### config.mk
export PLATFORM = sky130hd
export DESIGN_NAME = pipe_stage_chain
export DESIGN_NICKNAME = d
export VERILOG_FILES = /design/src/rtl/pipe_stage_chain.sv
export SDC_FILE = /design/constraint.sdc
export NUM_CORES = 1
export LEC_CHECK = 0
export ABC_AREA = 1
export CORE_ASPECT_RATIO = 0.75
export CORE_MARGIN = 2
export CORE_UTILIZATION = 51
export CTS_BUF_LIST = sky130_fd_sc_hd__clkbuf_16
export DETAILED_ROUTE_END_ITERATION = 8
export PLACE_DENSITY = 0.79
export SYNTH_ARGS = -nofsm -noshare
export SYNTH_HDL_FRONTEND = slang
export SYNTH_SLANG_ARGS = --single-unit
### constraint.sdc
create_clock -name clk -period 10.4 [get_ports clk]
set_input_delay 2.08 -clock clk [delete_from_list [all_inputs] [get_ports clk]]
set_output_delay 2.08 -clock clk [all_outputs]
set_load 0.005 [all_outputs]
### src/rtl/pipe_stage_chain.sv
// Elastic valid/ready register chain of DEPTH stages with bubble collapse and per-stage flush.
// Optional transfer statistics counter enabled by defining PIPE_CHAIN_STATS_EN.
module pipe_stage_chain #(
  parameter int              WIDTH     = 32,
  parameter int              DEPTH     = 4,
  parameter logic [WIDTH-1:0] RESET_VAL = '0
) (
  input  logic                         clk,
  input  logic                         reset,
  input  logic                         i_valid,
  input  logic [WIDTH-1:0]             i_data,
  output logic                         o_ready,
  input  logic [DEPTH-1:0]             i_flush,
  output logic                         o_valid,
  output logic [WIDTH-1:0]             o_data,
  input  logic                         i_ready,
  output logic [DEPTH-1:0]             o_stage_valid,
  output logic [$clog2(DEPTH+1)-1:0]   o_occupancy,
  output logic [31:0]                  o_xfer_cnt
);

  localparam int OCC_W = $clog2(DEPTH+1);

  logic [DEPTH-1:0] valid;
  logic [WIDTH-1:0] data [DEPTH];
  logic [DEPTH:0]   rdy;
  logic [DEPTH-1:0] in_xfer;
  logic [DEPTH-1:0] out_xfer;
  logic             tail_full;
  logic [OCC_W-1:0] occ;

  // A stage is ready unless it and every stage after it are full with the sink stalled.
  always_comb begin
    tail_full  = 1'b1;
    rdy        = '0;
    rdy[DEPTH] = i_ready;
    for (int k = DEPTH - 1; k >= 0; k--) begin
      tail_full = tail_full & valid[k];
      rdy[k]    = ~tail_full | i_ready;
    end
  end

  always_comb begin
    in_xfer    = '0;
    out_xfer   = '0;
    in_xfer[0] = i_valid & rdy[0];
    for (int k = 1; k < DEPTH; k++) begin
      in_xfer[k] = valid[k-1] & rdy[k];
    end
    for (int k = 0; k < DEPTH; k++) begin
      out_xfer[k] = valid[k] & rdy[k+1];
    end
  end

  // Flush overrides any arrival so an item moving into a flushed stage is dropped.
  always_ff @(posedge clk or posedge reset) begin
    if (reset) begin
      valid <= '0;
      for (int k = 0; k < DEPTH; k++) begin
        data[k] <= RESET_VAL;
      end
    end else begin
      if (in_xfer[0]) begin
        data[0] <= i_data;
      end
      for (int k = 1; k < DEPTH; k++) begin
        if (in_xfer[k]) begin
          data[k] <= data[k-1];
        end
      end
      for (int k = 0; k < DEPTH; k++) begin
        valid[k] <= ~i_flush[k] & (in_xfer[k] | (valid[k] & ~out_xfer[k]));
      end
    end
  end

  always_comb begin
    occ = '0;
    for (int k = 0; k < DEPTH; k++) begin
      occ = occ + OCC_W'(valid[k]);
    end
  end

  assign o_ready       = rdy[0];
  assign o_valid       = valid[DEPTH-1];
  assign o_data        = data[DEPTH-1];
  assign o_stage_valid = valid;
  assign o_occupancy   = occ;

`ifdef PIPE_CHAIN_STATS_EN
  logic [31:0] xfer_cnt;

  // Saturating so long runs never wrap back to a misleading small count.
  always_ff @(posedge clk or posedge reset) begin
    if (reset) begin
      xfer_cnt <= '0;
    end else if (valid[DEPTH-1] && i_ready && (xfer_cnt != 32'hFFFF_FFFF)) begin
      xfer_cnt <= xfer_cnt + 32'd1;
    end
  end

  assign o_xfer_cnt = xfer_cnt;
`else
  assign o_xfer_cnt = '0;
`endif

endmodule

Word level (Yosys, flattened, before mapping). Index checks and enable logic that the tools add are counted.

Output and inout port bits: 73. Flip-flop bits (word level): 132. Logic and storage cells: 44.

Add/sub/neg operators: 3. Bitwise operators: 36.

Operators by type and width (number): $and A1 B1 Y1 (16); $not A1 Y1 (12); $or A1 B1 Y1 (8); $add A2 B1 Y3 (1); $add A3 B1 Y3 (1); $add A1 B1 Y2 (1).

Longest topological paths before layout.
Depth after elaboration: 9. Depth in mapped cells: 8.

Worst setup path after synthesis. OpenSTA, ideal clock, no wires.

Kind: input to output. Start: input i_ready. End: output o_ready. Data arrival time: 2.551 ns. Stages on the path: 3. Path slack: 5.769 ns. Cell sequence: nor2_4 > nand3_4 > buf_2.

Word-level cells in the longest chain between the ends: 1.

RTL lines: start, declared (line 16) `input logic i_ready,`; $or A1 B1 Y1 (line 39) `rdy[k] = ~tail_full | i_ready;`; end, declared (line 12) `output logic o_ready,`.

No other way between the ends.

Final worst setup path. Ends and elaborated chain as after synthesis.

==> reports/qor.yml <==
status: "complete, no violations"
drt_iter0_markers: 338
tns_ns: 0
grt_pass1_wl_um: 19300
post_cts_resize_count: 0
postCtsSetupRepairBufs: 0
reg2reg_depth: 6
powerDensity_nw_per_um2: 205
yosysMostFrequentCell: "nand2_1"
async_reset_ff_share_pct: 100
clkLatencyLatePin_ns: 0.41
worst_clock_skew_ns: 0.00599
clockRootBuffer: "clkbuf_16"
fin_crit_sh_pct: 55.5
yosysSeqAreaShare_pct: 57.0
cts_buffers: 17
ant_nets: 0
startpoint_type: "input port"
stdcell_area_um2: 6750
critPathArrivalTime_ns: 3.69
clockBufferDepth: 2
place.gp.congestion: 0.770
worst_pin_slew_ns: 1.09
crit_top_cell: "clkdlybuf4s50_1"
cts.htree.levels: 4
ir_drop_uv: 131
hold_violations: 0
fillers: 873
drv_slew: 0
ctsHoldBuffers: 0
synth_top_area_share_pct: 57.0
ys_ff_latch: 132
avgRoutedWirePerCell_um: 13.7
antenna_found_initial: 0
boundaryPins: 113
p_leak_nw: 3.54
wirelength_um: 11300
synthFlopType: "dfrtp_1"
crit_path_end_kind: "primary output"
hp-start: "o_data[0]$_DFFE_PP0N_"
drc_errors: 0
r2r_slack_ns: 7.84
port_buffers: 80
post_dp_cell_area_um2: 6200
netlist_instances: 647
ys_top_cells_by_count: "nand2_1 (257), dfrtp_1 (132), nand3_1 (128), buf_4 (70), buf_2 (12)"
area_growth_pct: 16.4
core_um2: 11000
multi_input_area_um2: 1860
grtUsageTotal_pct: 20.3
max_freq_ghz: 0.173
initial_core_util_pct: 52.6
slowest_delay_ns: 0.59
die-area_um2: 12200
r2r_start: "o_stage_valid[1]$_DFF_PP0_"
required_ns: 8.32
worst_hold_path.endpoint: "o_data[0]$_DFFE_PP0N_"
drive_gt1_share_pct: 5.96
vias: 4138
cts.sinks: 132
relSlewSlack_pct: 27.5
fin_crit_ns: 5.77
criticalPathCategory: "in2out"
grt_max_degree: 73
synth_edf_count: 0
cts_tree: "done"
hpwl_um: 7560
grt-ovfl-total: 0
whs_path_depth: 2
r2r-end: "data[68]$_DFFE_PP0P_"
crit_chain: "clkdlybuf4s50_1, nor2_4, nand3_4, clkdlybuf4s50_1"
grt_pass1_vias: 3902
clk_pin_slew_ns: 0.05
first_pass_iters: 5
synthTopCellsByArea: "dfrtp_1 (57%), nand2_1 (17%), nand3_1 (11%)"
finalNetCount: 718
rsz0062_at_grt: "false"
via_per_inst: 5.00
holdCritPathClass: "reg2reg"
yosys_warnings: 0
n_antenna_cell: 0
regArea_um2: 3300
slowest_stage: "clkdlybuf4s50_1"
fp.dieW_um: 127
setup_viol: 0
synth.distinct_cells: 18
die-height_um: 96.4
maxCapViolations: 0
synth_area_um2: 5800
synth.largest_area_cell: "dfrtp_1"
cp_max_fo: 35
rows: 33
synth.avg_cell_area_um2: 8.96
## worst max-delay path by stage
stage | start | end | slack [ns]
floorplan | reset | data[100]$_DFFE_PP0P_ | 4.79
global placement | i_ready | o_ready | 4.66
global route | i_ready | o_ready | 4.56
finish | i_ready | o_ready | 4.63
detailed placement | i_ready | o_ready | 4.63
CTS | i_ready | o_ready | 4.63
## logic make-up (layout without fill, tap and decap cells)
family / count (synthesis) / count (layout) / share of synthesized area [%]
simple gates: 393 / 393 / 28.9
flops: 132 / 132 / 57.0
buf+inv: 114 / 124 / 12.9
compound gates: 4 / 4 / 0.345
fa+ha+maj: 3 / 3 / 0.777
other cells: 1 / 32 / 0.0647
## placed cells by master (no fill, tap or decap), types with 3 or more instances in the layout
cell | synthesis | final
clkbuf_16 | 0 | 17
clkdlybuf4s50_1 | 0 | 80
buf_4 | 70 | 3
nand2_2 | 5 | 5
a21oi_1 | 4 | 4
nand2_1 | 257 | 257
clkinvlp_4 | 0 | 3
inv_2 | 3 | 3
nand3_1 | 128 | 128
clkinv_2 | 0 | 4
inv_1 | 6 | 8
clkinv_1 | 0 | 3
conb_1 | 1 | 32
dfrtp_1 | 132 | 132
## cell type report
class / count / share of cell area [%]
Clock inverter: 15 / 1.85
Multi-Input combinational cell: 432 / 27.6
Tap cell: 140 / 2.59
Sequential cell: 132 / 48.9
Timing Repair Buffer: 83 / 12.2
Clock buffer: 17 / 6.30
Inverter: 9 / 0.538
## critical path, delay by kind of cell
| family | cells | cell delay [ns] |
|---|---|---|
| and+or+nand+nor | 2 | 0.57 |
| buffers and inverters | 2 | 1.03 |
## flip-flops by register name (all words and copies together), names as in the netlist
| signal | count |
|---|---|
| o_data | 32 |
| o_stage_valid | 4 |
| data | 96 |
## power by group
part	internal [mW]	switching (mW)
combinational	0.0984	0.0837
sequential	0.596	0.0523
clock	0.345	0.207
total	1.04	0.343
## stage by stage
| stage | total power [mW] | hold slack, ns | setup slack (ns) | util (%) | instances |
|---|---|---|---|---|---|
| 2_1_floorplan | 0.782 | 0.443 | 4.79 | - | 678 |
| 3_3_place_gp | 0.829 | 0.454 | 4.66 | 56.2 | 796 |
| 3_5_place_dp | 0.839 | 0.459 | 4.63 | 56.2 | 796 |
| 4_1_cts | 1.39 | 0.473 | 4.63 | 61.2 | 828 |
| 5_1_grt | 1.45 | 0.483 | 4.56 | 61.2 | 828 |
| 6_report | 1.38 | 0.470 | 4.63 | 61.2 | 828 |
## routing by layer
layer  GRT usage, %  vias up  part of all wire [%]
li1               -     2019                     -
met1           29.8     1958                    49
met2           29.1      154                    44
met3           6.17        7                   6.6
met4           6.23        0                  0.55
met5              0        -                     0
Power figures use the tool's default switching activity.
